### src/rtl/sd_ctrl_pkg.sv
// sd_ctrl_pkg: shared FSM state and mode types for the scandoubler mode controller.
package sd_ctrl_pkg;
  typedef enum logic [1:0] {UNLOCK, APPLY, MUTE, LOCK} state_t;
  typedef struct packed {
    logic sd_en;
    logic hq2x;
  } mode_t;
endpackage

### src/rtl/sd_timing_meas.sv
// sd_timing_meas: samples raw sync on ce_pix and measures line/frame length with saturating counters.
module sd_timing_meas #(
  parameter int HCNT_W = 12,
  parameter int VCNT_W = 11
) (
  input  logic              clk_sys_i,
  input  logic              reset_i,
  input  logic              ce_pix_i,
  input  logic              hs_i,
  input  logic              vs_i,
  output logic              frame_start_o,
  output logic              invalid_o,
  output logic [HCNT_W-1:0] h_meas_o,
  output logic [VCNT_W-1:0] v_meas_o,
  output logic [HCNT_W-1:0] htotal_o,
  output logic [VCNT_W-1:0] vtotal_o
);
  logic hs_q, vs_q, line_start, hsat, vsat;
  logic [HCNT_W-1:0] hcnt_q, hcnt_d, htotal_q, htotal_d;
  logic [VCNT_W-1:0] vcnt_q, vcnt_d, vtotal_q, vtotal_d;
  assign line_start    = ce_pix_i & hs_i & ~hs_q;
  assign frame_start_o = ce_pix_i & vs_i & ~vs_q;
  assign hsat          = &hcnt_q;
  assign vsat          = &vcnt_q;
  // A stuck counter keeps flagging every sample until the missing edge arrives.
  assign invalid_o     = ce_pix_i & ((hsat & ~line_start) | (vsat & ~frame_start_o));
  // The line just closed by a coincident line start is the frame's last complete line.
  assign h_meas_o      = line_start ? hcnt_q : htotal_q;
  assign v_meas_o      = vcnt_q;
  assign htotal_o      = htotal_q;
  assign vtotal_o      = vtotal_q;
  always_comb begin
    hcnt_d   = line_start ? HCNT_W'(1) : (ce_pix_i & ~hsat) ? hcnt_q + HCNT_W'(1) : hcnt_q;
    htotal_d = line_start ? hcnt_q : (ce_pix_i & hsat) ? '1 : htotal_q;
    vcnt_d   = frame_start_o ? VCNT_W'(line_start) : (line_start & ~vsat) ? vcnt_q + VCNT_W'(1) : vcnt_q;
    vtotal_d = frame_start_o ? vcnt_q : vtotal_q;
  end
  always_ff @(posedge clk_sys_i or posedge reset_i)
    if (reset_i) begin
      hs_q     <= 1'b0;
      vs_q     <= 1'b0;
      hcnt_q   <= '0;
      vcnt_q   <= '0;
      htotal_q <= '0;
      vtotal_q <= '0;
    end else begin
      hs_q     <= ce_pix_i ? hs_i : hs_q;
      vs_q     <= ce_pix_i ? vs_i : vs_q;
      hcnt_q   <= hcnt_d;
      vcnt_q   <= vcnt_d;
      htotal_q <= htotal_d;
      vtotal_q <= vtotal_d;
    end
endmodule

### src/rtl/sd_mode_ctrl.sv
// sd_mode_ctrl: locks onto stable raw video timing and switches doubler/HQ2x only at frame boundaries.
// Define SDCTRL_INTERLACE_EN to accept alternating +/-1 line frames and add the interlaced output.
module sd_mode_ctrl
  import sd_ctrl_pkg::*;
#(
  parameter int HCNT_W        = 12,
  parameter int VCNT_W        = 11,
  parameter int STABLE_FRAMES = 4,
  parameter int MUTE_FRAMES   = 2,
  parameter int LINE_THRESH   = 400
) (
  input  logic              clk_sys,
  input  logic              reset,
  input  logic              ce_pix,
  input  logic              hs_in,
  input  logic              vs_in,
  input  logic              hb_in,
  input  logic              vb_in,
  input  logic              user_sd_en,
  input  logic              user_hq2x,
  output logic              sd_en,
  output logic              hq2x,
  output logic              mute,
  output logic              locked,
  output logic [HCNT_W-1:0] htotal,
`ifdef SDCTRL_INTERLACE_EN
  output logic [VCNT_W-1:0] vtotal,
  output logic              interlaced
`else
  output logic [VCNT_W-1:0] vtotal
`endif
);
  localparam int MW = $clog2(STABLE_FRAMES + 1);
  localparam int UW = $clog2(MUTE_FRAMES + 1);
  state_t state_q, state_d;
  mode_t mode_q, mode_d, user_q, user_d, user_now, new_mode;
  logic [MW-1:0] mcnt_q, mcnt_d;
  logic [UW-1:0] ucnt_q, ucnt_d;
  logic [HCNT_W-1:0] h_meas, prev_h_q, prev_h_d;
  logic [VCNT_W-1:0] v_meas, prev_v_q, prev_v_d, v_min;
  logic fs, invalid, valid, h_ok, v_eq, v_ok, match, sd_ok, user_chg, unused_blank;
  sd_timing_meas #(.HCNT_W(HCNT_W), .VCNT_W(VCNT_W)) u_meas (
    .clk_sys_i(clk_sys), .reset_i(reset), .ce_pix_i(ce_pix), .hs_i(hs_in), .vs_i(vs_in),
    .frame_start_o(fs), .invalid_o(invalid), .h_meas_o(h_meas), .v_meas_o(v_meas),
    .htotal_o(htotal), .vtotal_o(vtotal)
  );
  assign unused_blank = hb_in | vb_in;
  assign valid = !(&h_meas) && !(&v_meas) && !(&prev_h_q) && !(&prev_v_q);
  assign h_ok  = (h_meas == prev_h_q) || (h_meas == prev_h_q + HCNT_W'(1)) || (h_meas + HCNT_W'(1) == prev_h_q);
  assign v_eq  = v_meas == prev_v_q;
`ifdef SDCTRL_INTERLACE_EN
  logic v_adj, ilace_q, ilace_d;
  assign v_adj      = (v_meas + VCNT_W'(1) == prev_v_q) || (prev_v_q + VCNT_W'(1) == v_meas);
  assign v_ok       = v_eq | v_adj;
  assign v_min      = (v_meas < prev_v_q) ? v_meas : prev_v_q;
  assign ilace_d    = (fs & valid) ? (v_eq ? 1'b0 : v_adj ? 1'b1 : ilace_q) : ilace_q;
  assign interlaced = ilace_q;
  always_ff @(posedge clk_sys or posedge reset)
    if (reset) ilace_q <= 1'b0;
    else ilace_q <= ilace_d;
`else
  assign v_ok  = v_eq;
  assign v_min = v_meas;
`endif
  assign match    = valid & h_ok & v_ok;
  assign sd_ok    = user_sd_en & (v_min < VCNT_W'(LINE_THRESH));
  assign new_mode = {sd_ok, sd_ok & user_hq2x};
  assign user_now = {user_sd_en, user_hq2x};
  assign user_chg = user_now != user_q;
  always_comb begin
    state_d  = state_q;
    mcnt_d   = mcnt_q;
    ucnt_d   = ucnt_q;
    mode_d   = mode_q;
    user_d   = user_q;
    prev_h_d = fs ? h_meas : prev_h_q;
    prev_v_d = fs ? v_meas : prev_v_q;
    case (state_q)
      UNLOCK: if (fs) begin
        mcnt_d  = (match && mcnt_q != MW'(STABLE_FRAMES - 1)) ? mcnt_q + MW'(1) : '0;
        state_d = (match && mcnt_q == MW'(STABLE_FRAMES - 1)) ? APPLY : UNLOCK;
      end
      APPLY: begin
        state_d = MUTE;
        ucnt_d  = '0;
      end
      MUTE: if (fs) begin
        ucnt_d  = ucnt_q + UW'(1);
        state_d = !match ? UNLOCK : (ucnt_q == UW'(MUTE_FRAMES - 1)) ? LOCK : MUTE;
      end
      default: if (fs) state_d = !match ? UNLOCK : user_chg ? APPLY : LOCK;
    endcase
    if (invalid) begin
      state_d = UNLOCK;
      mcnt_d  = '0;
    end
    // Mode is computed on the frame-start edge so it lands together with APPLY.
    if (state_d == APPLY && state_q != APPLY) begin
      mode_d = new_mode;
      user_d = user_now;
    end
  end
  always_ff @(posedge clk_sys or posedge reset)
    if (reset) begin
      state_q  <= UNLOCK;
      mode_q   <= '0;
      user_q   <= '0;
      mcnt_q   <= '0;
      ucnt_q   <= '0;
      prev_h_q <= '1;
      prev_v_q <= '1;
    end else begin
      state_q  <= state_d;
      mode_q   <= mode_d;
      user_q   <= user_d;
      mcnt_q   <= mcnt_d;
      ucnt_q   <= ucnt_d;
      prev_h_q <= prev_h_d;
      prev_v_q <= prev_v_d;
    end
  assign sd_en  = mode_q.sd_en;
  assign hq2x   = mode_q.hq2x;
  assign mute   = state_q != LOCK;
  assign locked = state_q == LOCK;
endmodule

### config.mk
export PLATFORM = sky130hd
export DESIGN_NAME = sd_mode_ctrl
export DESIGN_NICKNAME = d
export VERILOG_FILES = /design/src/rtl/sd_ctrl_pkg.sv /design/src/rtl/sd_timing_meas.sv /design/src/rtl/sd_mode_ctrl.sv
export SDC_FILE = /design/constraint.sdc
export NUM_CORES = 1
export LEC_CHECK = 0
export BUFFER_PORTS_ARGS = -buffer_cell sky130_fd_sc_hd__buf_2
export CAP_MARGIN = 10
export CORE_MARGIN = 5
export CORE_UTILIZATION = 45
export CTS_CLUSTER_DIAMETER = 150
export DETAILED_ROUTE_END_ITERATION = 7
export GPL_TIMING_DRIVEN = 0
export PLACE_DENSITY = 0.75
export SLEW_MARGIN = 20
export SYNTH_ARGS = -nofsm -noshare
export SYNTH_HDL_FRONTEND = slang
export SYNTH_SLANG_ARGS = --single-unit
### constraint.sdc
create_clock -name clk_sys -period 3 [get_ports clk_sys]
set_clock_uncertainty 0.05 [all_clocks]
set_input_delay 0 -clock clk_sys [delete_from_list [all_inputs] [get_ports clk_sys]]
set_output_delay 0 -clock clk_sys [all_outputs]
set_load 0.02 [all_outputs]
==> flow_summary.toml, run 1 <==
[outcome]
status = "complete, no violations"

[sta]
drv_slew = 0
max_freq_mhz = 342
max_slew_margin_pct = 54.4
finalSetupViolCount = 0
finalHoldViolCount = 0
tightest_slew_ns = 0.679
rsz0062_at_grt = "yes"
post-route-period-util_pct = 97.3
period_minus_slack_ns = 2.92
fin_ws_ns = 0.0801
tns_ns = 0

[critical_path]
required_ns = 3.21
slowest_delay_ns = 0.56
cp_slowest_cell = "or4_4"
cp-end-kind = "flop"
crit_arrival_ns = 3.13
cp_cell_sequence = "xnor2_2 -> nand4_1 -> nor4_4 -> o2111ai_1 -> a21o_1 -> or4_4 -> nor3_4 -> nor2_4 -> mux2_4"
cp_max_fo = 7
critPathKind = "flop to flop"
startpoint_type = "flop"

[final_layout]
fill_cells = 933
final_common_cell = "nand2_1"
drive_above_1_share_pct = 21.2
diodes = 0
synthToLayoutAreaGrowth_pct = 17.2
nets = 602
final_cell_mix = "nand2_1 (121), dfrtp_1 (58), nor2_1 (44)"

[synthesis]
ys_warn_count = 0
seq_area_frac_synth_pct = 43.5
syn_avg_cell_area_um2 = 9.05
synth-edff-count = 0
netlist_instances = 528
synth.cell_area_mm2 = 0.00478
synthFlopType = "dfrtp_1"
syn-num-nets = 544
synth-seq-cells = 82
synth.distinct_cells = 57
async_reset_ff_share_pct = 100

[clock_tree]
htreeDepth = 3
clkTransAtPathRegs_ns = 0.09
clockBufferDepth = 2
clock-sinks = 82
cts_tree = "built"
cts_made_buffers = 9
clockRootBuffer = "clkbuf_8"
worstSkewPairLatency_ns = 0.37

[global_route]
grt_max_degree = 44
globalRoute.totalOverflow = 0
grt_pass1_vias = 4041
antenna_found_initial = 0
track_usage_pct = 19.6
grt_pass1_wl_um = 20300

[floorplan]
die_h_um = 113
core_area_mm2 = 0.0103
io_pins = 36
row_count = 37
start_util_pct = 46.3
die_area_mm2 = 0.0128
fp.dieW_um = 113

[routing]
routedWlPerCell_um = 16.9
antenna_left = 0
dr.pass1.iters = 5
drt_iter0_markers = 260
vias_per_cell = 5.62
drc = 0
wl_um = 12300
vias = 4084

[pwr]
leakagePower_nw = 2.61
ir_drop_mv = 0.327
finalPower_w = 0.00336
powerDensity_mw_per_mm2 = 599

[placement]
place.gp.congestion = 0.947
io_buffers = 33
place.detailed.hpwl_um = 8700
dp_slack_ns = -0.159

[hold_path]
worstHoldPathType = "primary input to flop"

[job]
cap_violations = 0
-- per-layer routing --
layer  track usage [%]  up-vias  share of wire (%)
li1                  -     1939                  -
met1              26.2     1999                 44
met2              32.4      123                 49
met3              3.74       23                4.9
met4              5.85        0                1.8
met5                 0        -                  0
-- path summary, 6_finish.rpt --
kind / startpoint / to / slack (ns) / cells past startpoint
max: u_meas.v_meas_o[9] / user_q[1] / 0.08 / 9
min reg2reg: prev_v_q[7] / prev_v_q[7] / 0.43 / 2
min: ce_pix / u_meas.htotal_o[2] / 0.05 / 3
max reg2reg: u_meas.v_meas_o[9] / user_q[1] / 0.08 / 9
max in group asynchronous: reset / prev_v_q[4] / 2.06 / 4
min in group asynchronous: reset / u_meas.vtotal_o[1] / 0.18 / 3
-- state kept, by name (all words and copies together), names as in the netlist, 3 cells and up --
signal,count
u_meas.vtotal_o,11
u_meas.v_meas_o,11
u_meas.hcnt_q,12
mcnt_q,3
prev_h_q,12
u_meas.htotal_o,12
prev_v_q,11
-- cell type report --
type	count	area, um2	share of cell area (%)
multi-input cells	408	2670	47.6
flip-flops and latches	82	2080	37.2
repair buffers	52	333	5.94
well taps	136	170	3.04
clock buffers	9	124	2.21
plain buffers	22	116	2.08
clock inverters	7	65.1	1.16
inverters	11	43.8	0.782
-- cells in the mapped netlist, drive strengths merged, types with 2 or more instances --
cell type | number | area (um2)
nand3 | 19 | 95.1
and2 | 5 | 31.3
dfrtp | 59 | 1480
o211ai | 3 | 22.5
a22o | 3 | 26.3
nand4 | 20 | 125
nand4b | 3 | 26.3
a22oi | 2 | 15.0
inv | 10 | 37.5
and3b | 2 | 17.5
a32oi | 2 | 17.5
a21oi | 5 | 25.0
a21o | 4 | 30.0
dfstp | 23 | 604
nand3b | 4 | 30.0
nor2 | 45 | 171
and3 | 9 | 56.3
ha | 7 | 87.6
xnor2 | 34 | 317
a31oi | 3 | 18.8
nor4 | 5 | 31.3
xor2 | 24 | 210
nand2 | 121 | 454
mux2 | 6 | 82.6
o31ai | 5 | 37.5
mux2i | 12 | 178
nor3 | 11 | 60.1
and4 | 4 | 35.0
or3 | 2 | 12.5
o2111ai | 2 | 17.5
o21ai | 30 | 150
o32ai | 2 | 17.5
a211oi | 2 | 15.0
clkbuf | 22 | 82.6
buf | 5 | 45.0
-- kinds of logic (layout without fill, tap and decap cells) --
| logic type | count (synthesis) | count (layout) | synth area share, % |
|---|---|---|---|
| muxes | 18 | 18 | 5.44 |
| adders and majority gates | 7 | 7 | 1.83 |
| AOI/OAI and AO/OA | 73 | 73 | 10.3 |
| and+or+nand+nor | 252 | 252 | 24.4 |
| xor gates and xnor gates | 58 | 58 | 11.0 |
| DFF | 82 | 82 | 43.5 |
| buffers and inverters | 38 | 101 | 3.53 |
-- where the power goes --
group | internal [W] | leakage, nW | switching [W]
combinational | 0.000480 | 1.47 | 0.000588
clock | 0.000325 | 0.0951 | 0.000486
sequential | 0.00127 | 1.04 | 0.000205
total | 0.00208 | 2.61 | 0.00128
-- metrics by stage --
step / cell area, um2 / util, % / std cells / hold WS [ns]
3_5_place_dp: 5140 / 49.8 / 698 / 0.0485
6_report: 5600 / 54.3 / 727 / 0.0475
5_1_grt: 5600 / 54.3 / 727 / 0.0970
2_1_floorplan: 4780 / - / 528 / 0.0985
3_3_place_gp: 5120 / 49.6 / 697 / 0.225
4_1_cts: 5450 / 52.8 / 717 / 0.0385
-- what timing repair did --
| item | 4_1_cts | 5_1_grt |
|---|---|---|
| gates resized for setup | 12 | 17 |
| hold endpoints to repair | 48 | 0 |
| endpoints found under the setup margin | 8 | 9 |
| hold buffers | 5 | 0 |
| pin swaps | 3 | 11 |
| setup buffers | 1 | 12 |
-- worst max-delay path, delay by kind of cell (launching register included) --
family,cells,cell delay (ns)
flops,1,0.50
compound gates,2,0.39
xor+xnor,1,0.22
simple gates,5,1.33
mux,1,0.32
No activity file was read; power rests on OpenSTA's default activity.
==> run 2: changes to the inputs <==
--- a/config.mk
+++ b/config.mk
@@ -7,13 +7,14 @@
 export LEC_CHECK = 0
 export BUFFER_PORTS_ARGS = -buffer_cell sky130_fd_sc_hd__buf_2
 export CAP_MARGIN = 10
-export CORE_MARGIN = 5
 export CORE_UTILIZATION = 45
 export CTS_CLUSTER_DIAMETER = 150
+export CTS_CLUSTER_SIZE = 30
 export DETAILED_ROUTE_END_ITERATION = 7
 export GPL_TIMING_DRIVEN = 0
-export PLACE_DENSITY = 0.75
+export PLACE_DENSITY = 0.74
 export SLEW_MARGIN = 20
 export SYNTH_ARGS = -nofsm -noshare
 export SYNTH_HDL_FRONTEND = slang
+export SYNTH_HIERARCHICAL = 1
 export SYNTH_SLANG_ARGS = --single-unit
==> run 2 against run 1 <==
Against the previous run:
- the flow now finishes with violations (negative setup slack)
- critical path depth rose by 6
- die area fell by 12%
- wire length rose by 0.76%
- global-route usage rose by 3.3 points
- design area rose by 8.4%
- utilization rose by 4.0 points
- fmax fell by 11%
- first-iteration DRC count fell by 8.8%
- clock-buffer cell count rose by 1
- critical endpoint is now mcnt_q[2]
- highest routed layer unchanged
==> flow_summary.toml, run 2 <==
[synthesis]
synth.cell_area_mm2 = 0.00488
seq_area_frac_synth_pct = 42.6
synth_top_area_share_pct = 30.2
synthFlopType = "dfrtp_1"
netlist_instances = 530
syn_avg_cell_area_um2 = 9.21
synth_top_area_cell = "dfrtp_1"
synth-edff-count = 0
synth.most_common_cell = "nand2_1"
synthTopCellsByCount = "nand2_1 (105), dfrtp_1 (59), nand3_1 (31)"
synth-seq-cells = 82
syn-num-nets = 546
synth.area.top_cells = "dfrtp_1 (30%), dfstp_2 (12%), nand2_1 (8.1%)"
async_reset_ff_share_pct = 100
synth.distinct_cells = 80
ys_warn_count = 6

[global_route]
antenna_found_initial = 0
grt_max_degree = 35
track_usage_pct = 22.9
grt_pass1_wl_um = 20400
grt_pass1_vias = 4287
globalRoute.totalOverflow = 0

[sta]
finalSetupViolCount = 9
post-route-period-util_pct = 109
max_freq_mhz = 306
fin_ws_ns = -0.268
finalHoldViolCount = 0
period_minus_slack_ns = 3.27
tns_ns = -1.96
drv_slew = 0
whs_ns = 0.0510
tightest_slew_ns = 0.717
max_slew_margin_pct = 51.9
rsz0062_at_grt = "yes"

[critical_path]
cp-end-kind = "flop"
critPathKind = "flop to flop"
crit_arrival_ns = 3.50
required_ns = 3.23
cp_max_fo = 4
reg2reg_depth = 15
startpoint_type = "flop"

[hold_path]
worstHoldPathType = "primary input to flop"
hold_depth = 4

[pwr]
intPower_w = 0.00231
powerDensity_mw_per_mm2 = 628
leakagePower_nw = 2.72
pwr-share-seq_pct = 40.4
switching_share_pct = 39.5
clockPowerShare_pct = 20.3
combPwrFrac_pct = 39.2
switchingPower_w = 0.00151
ir_drop_mv = 0.299

[floorplan]
core_area_mm2 = 0.0104
fp.dieW_um = 106
start_util_pct = 46.9
die_area_mm2 = 0.0113
row_count = 37
die_h_um = 106
io_pins = 36

[routing]
dr.pass1.iters = 6
wl_um = 12400
drc = 0
antenna_left = 0
vias_per_cell = 5.90
routedWlPerCell_um = 16.5
vias = 4412
drt_iter0_markers = 237

[clock_tree]
clock-sinks = 82
clkTransAtPathRegs_ns = 0.09
htreeDepth = 3
clockBufferDepth = 2
cts_made_buffers = 9
clockRootBuffer = "clkbuf_8"
cts_tree = "built"
worstSkewPairLatency_ns = 0.37

[placement]
io_buffers = 33
place.detailed.hpwl_um = 8360
place_area_mm2 = 0.00536
place.gp.congestion = 0.869

[final_layout]
diodes = 0
fill_cells = 864
drive_above_1_share_pct = 33.0
final_cell_area_mm2 = 0.00607
seqCellArea_mm2 = 0.00208
multi_input_area_mm2 = 0.00292
synthToLayoutAreaGrowth_pct = 24.4
nets = 623
final_cell_mix = "nand2_1 (87), dfrtp_1 (59), buf_2 (38)"
final_common_cell = "nand2_1"

[outcome]
status = "finished, violations left"
violations = "negative setup slack"

[job]
cap_violations = 0
==> run 2: cell count changes after synthesis, moves of 6 or more <==
cell / before / now
nand2_1: 121 / 105
nor2_1: 44 / 23
mux2_2: 2 / 26
clkbuf_1: 22 / 10
xnor2_1: 33 / 15
nand3_1: 19 / 31
nand2b_1: 0 / 6
buf_2: 0 / 6
==> run 2: repair_timing <==
action                                 4_1_cts  5_1_grt
pin swaps                                   17       16
buffers inserted                            18       10
hold buffers                                 6        0
gates resized for setup                     24       31
setup endpoints to repair                    9        9
endpoints found under the hold margin       40        0
==> run 2: cell families after synthesis <==
logic type	Yosys count	synth area share (%)
flops	82	42.6
fa+ha+maj	7	1.79
xor+xnor	35	6.28
buf+inv	41	3.51
mux	29	6.61
compound gates	93	13.8
simple gates	243	25.4
==> run 2: power by group through the flow <==
stage / Sequential, W / Clock (W) / Combinational, W
2_1_floorplan: 0.00155 / 0 / 0.000910
3_3_place_gp: 0.00153 / 0 / 0.00120
3_5_place_dp: 0.00154 / 0 / 0.00124
4_1_cts: 0.00152 / 0.000796 / 0.00137
5_1_grt: 0.00157 / 0.000851 / 0.00162
6_report: 0.00154 / 0.000776 / 0.00150
==> run 2: metal layers <==
layer | track usage (%) | vias up | share of wire, %
li1 | - | 2074 | -
met1 | 29.3 | 2182 | 43
met2 | 38.1 | 130 | 50
met3 | 4.66 | 26 | 4.5
met4 | 8.43 | 0 | 2.1
met5 | 0 | - | 0
==> run 2: critical path, stage by stage, from the launching register on <==
cell and delay, ns:
dfrtp_1 0.40, and3b_2 0.29, clkbuf_16 0.15, buf_8 0.10, nand2_4 0.06, nand2_4 0.11, buf_4 0.13, nand3_2 0.07
or4_4 0.55, o21ai_2 0.16, and3_4 0.21, o2111ai_4 0.16, buf_6 0.17, buf_6 0.10, a21o_4 0.23, o31ai_4 0.22
==> run 2: final timing paths <==
| kind | start | end | slack (ns) |
|---|---|---|---|
| setup reg to reg | u_meas/hs_q | mcnt_q[2] | -0.27 |
| setup / recovery | u_meas/hs_q | mcnt_q[2] | -0.27 |
| hold reg to reg | u_meas/vtotal_o[6] | u_meas/vtotal_o[6] | 0.43 |
| max in group asynchronous | reset | mcnt_q[1] | 2.18 |
| hold / removal | ce_pix | u_meas/hcnt_q[3] | 0.05 |
| min in group asynchronous | reset | u_meas/vtotal_o[2] | 0.17 |
==> run 2: layout make-up <==
cell class	instances	area share, %
clock buffer	10	2.27
tap	136	2.80
multi-input combinational	407	48.1
inverter	16	0.989
clock inverter	6	0.803
buffer	23	2.68
timing repair buffer	68	8.08
sequential	82	34.3
==> run 2: metrics by stage <==
stage | cells | utilization (%) | total power (W) | worst slack (ns)
floorplan | 530 | - | 0.00246 | -0.0191
global placement | 699 | 51.2 | 0.00272 | -0.479
detailed placement | 700 | 51.4 | 0.00278 | -0.545
CTS | 739 | 56.3 | 0.00369 | -0.217
global route | 748 | 58.3 | 0.00404 | -0.441
finish | 748 | 58.3 | 0.00381 | -0.268
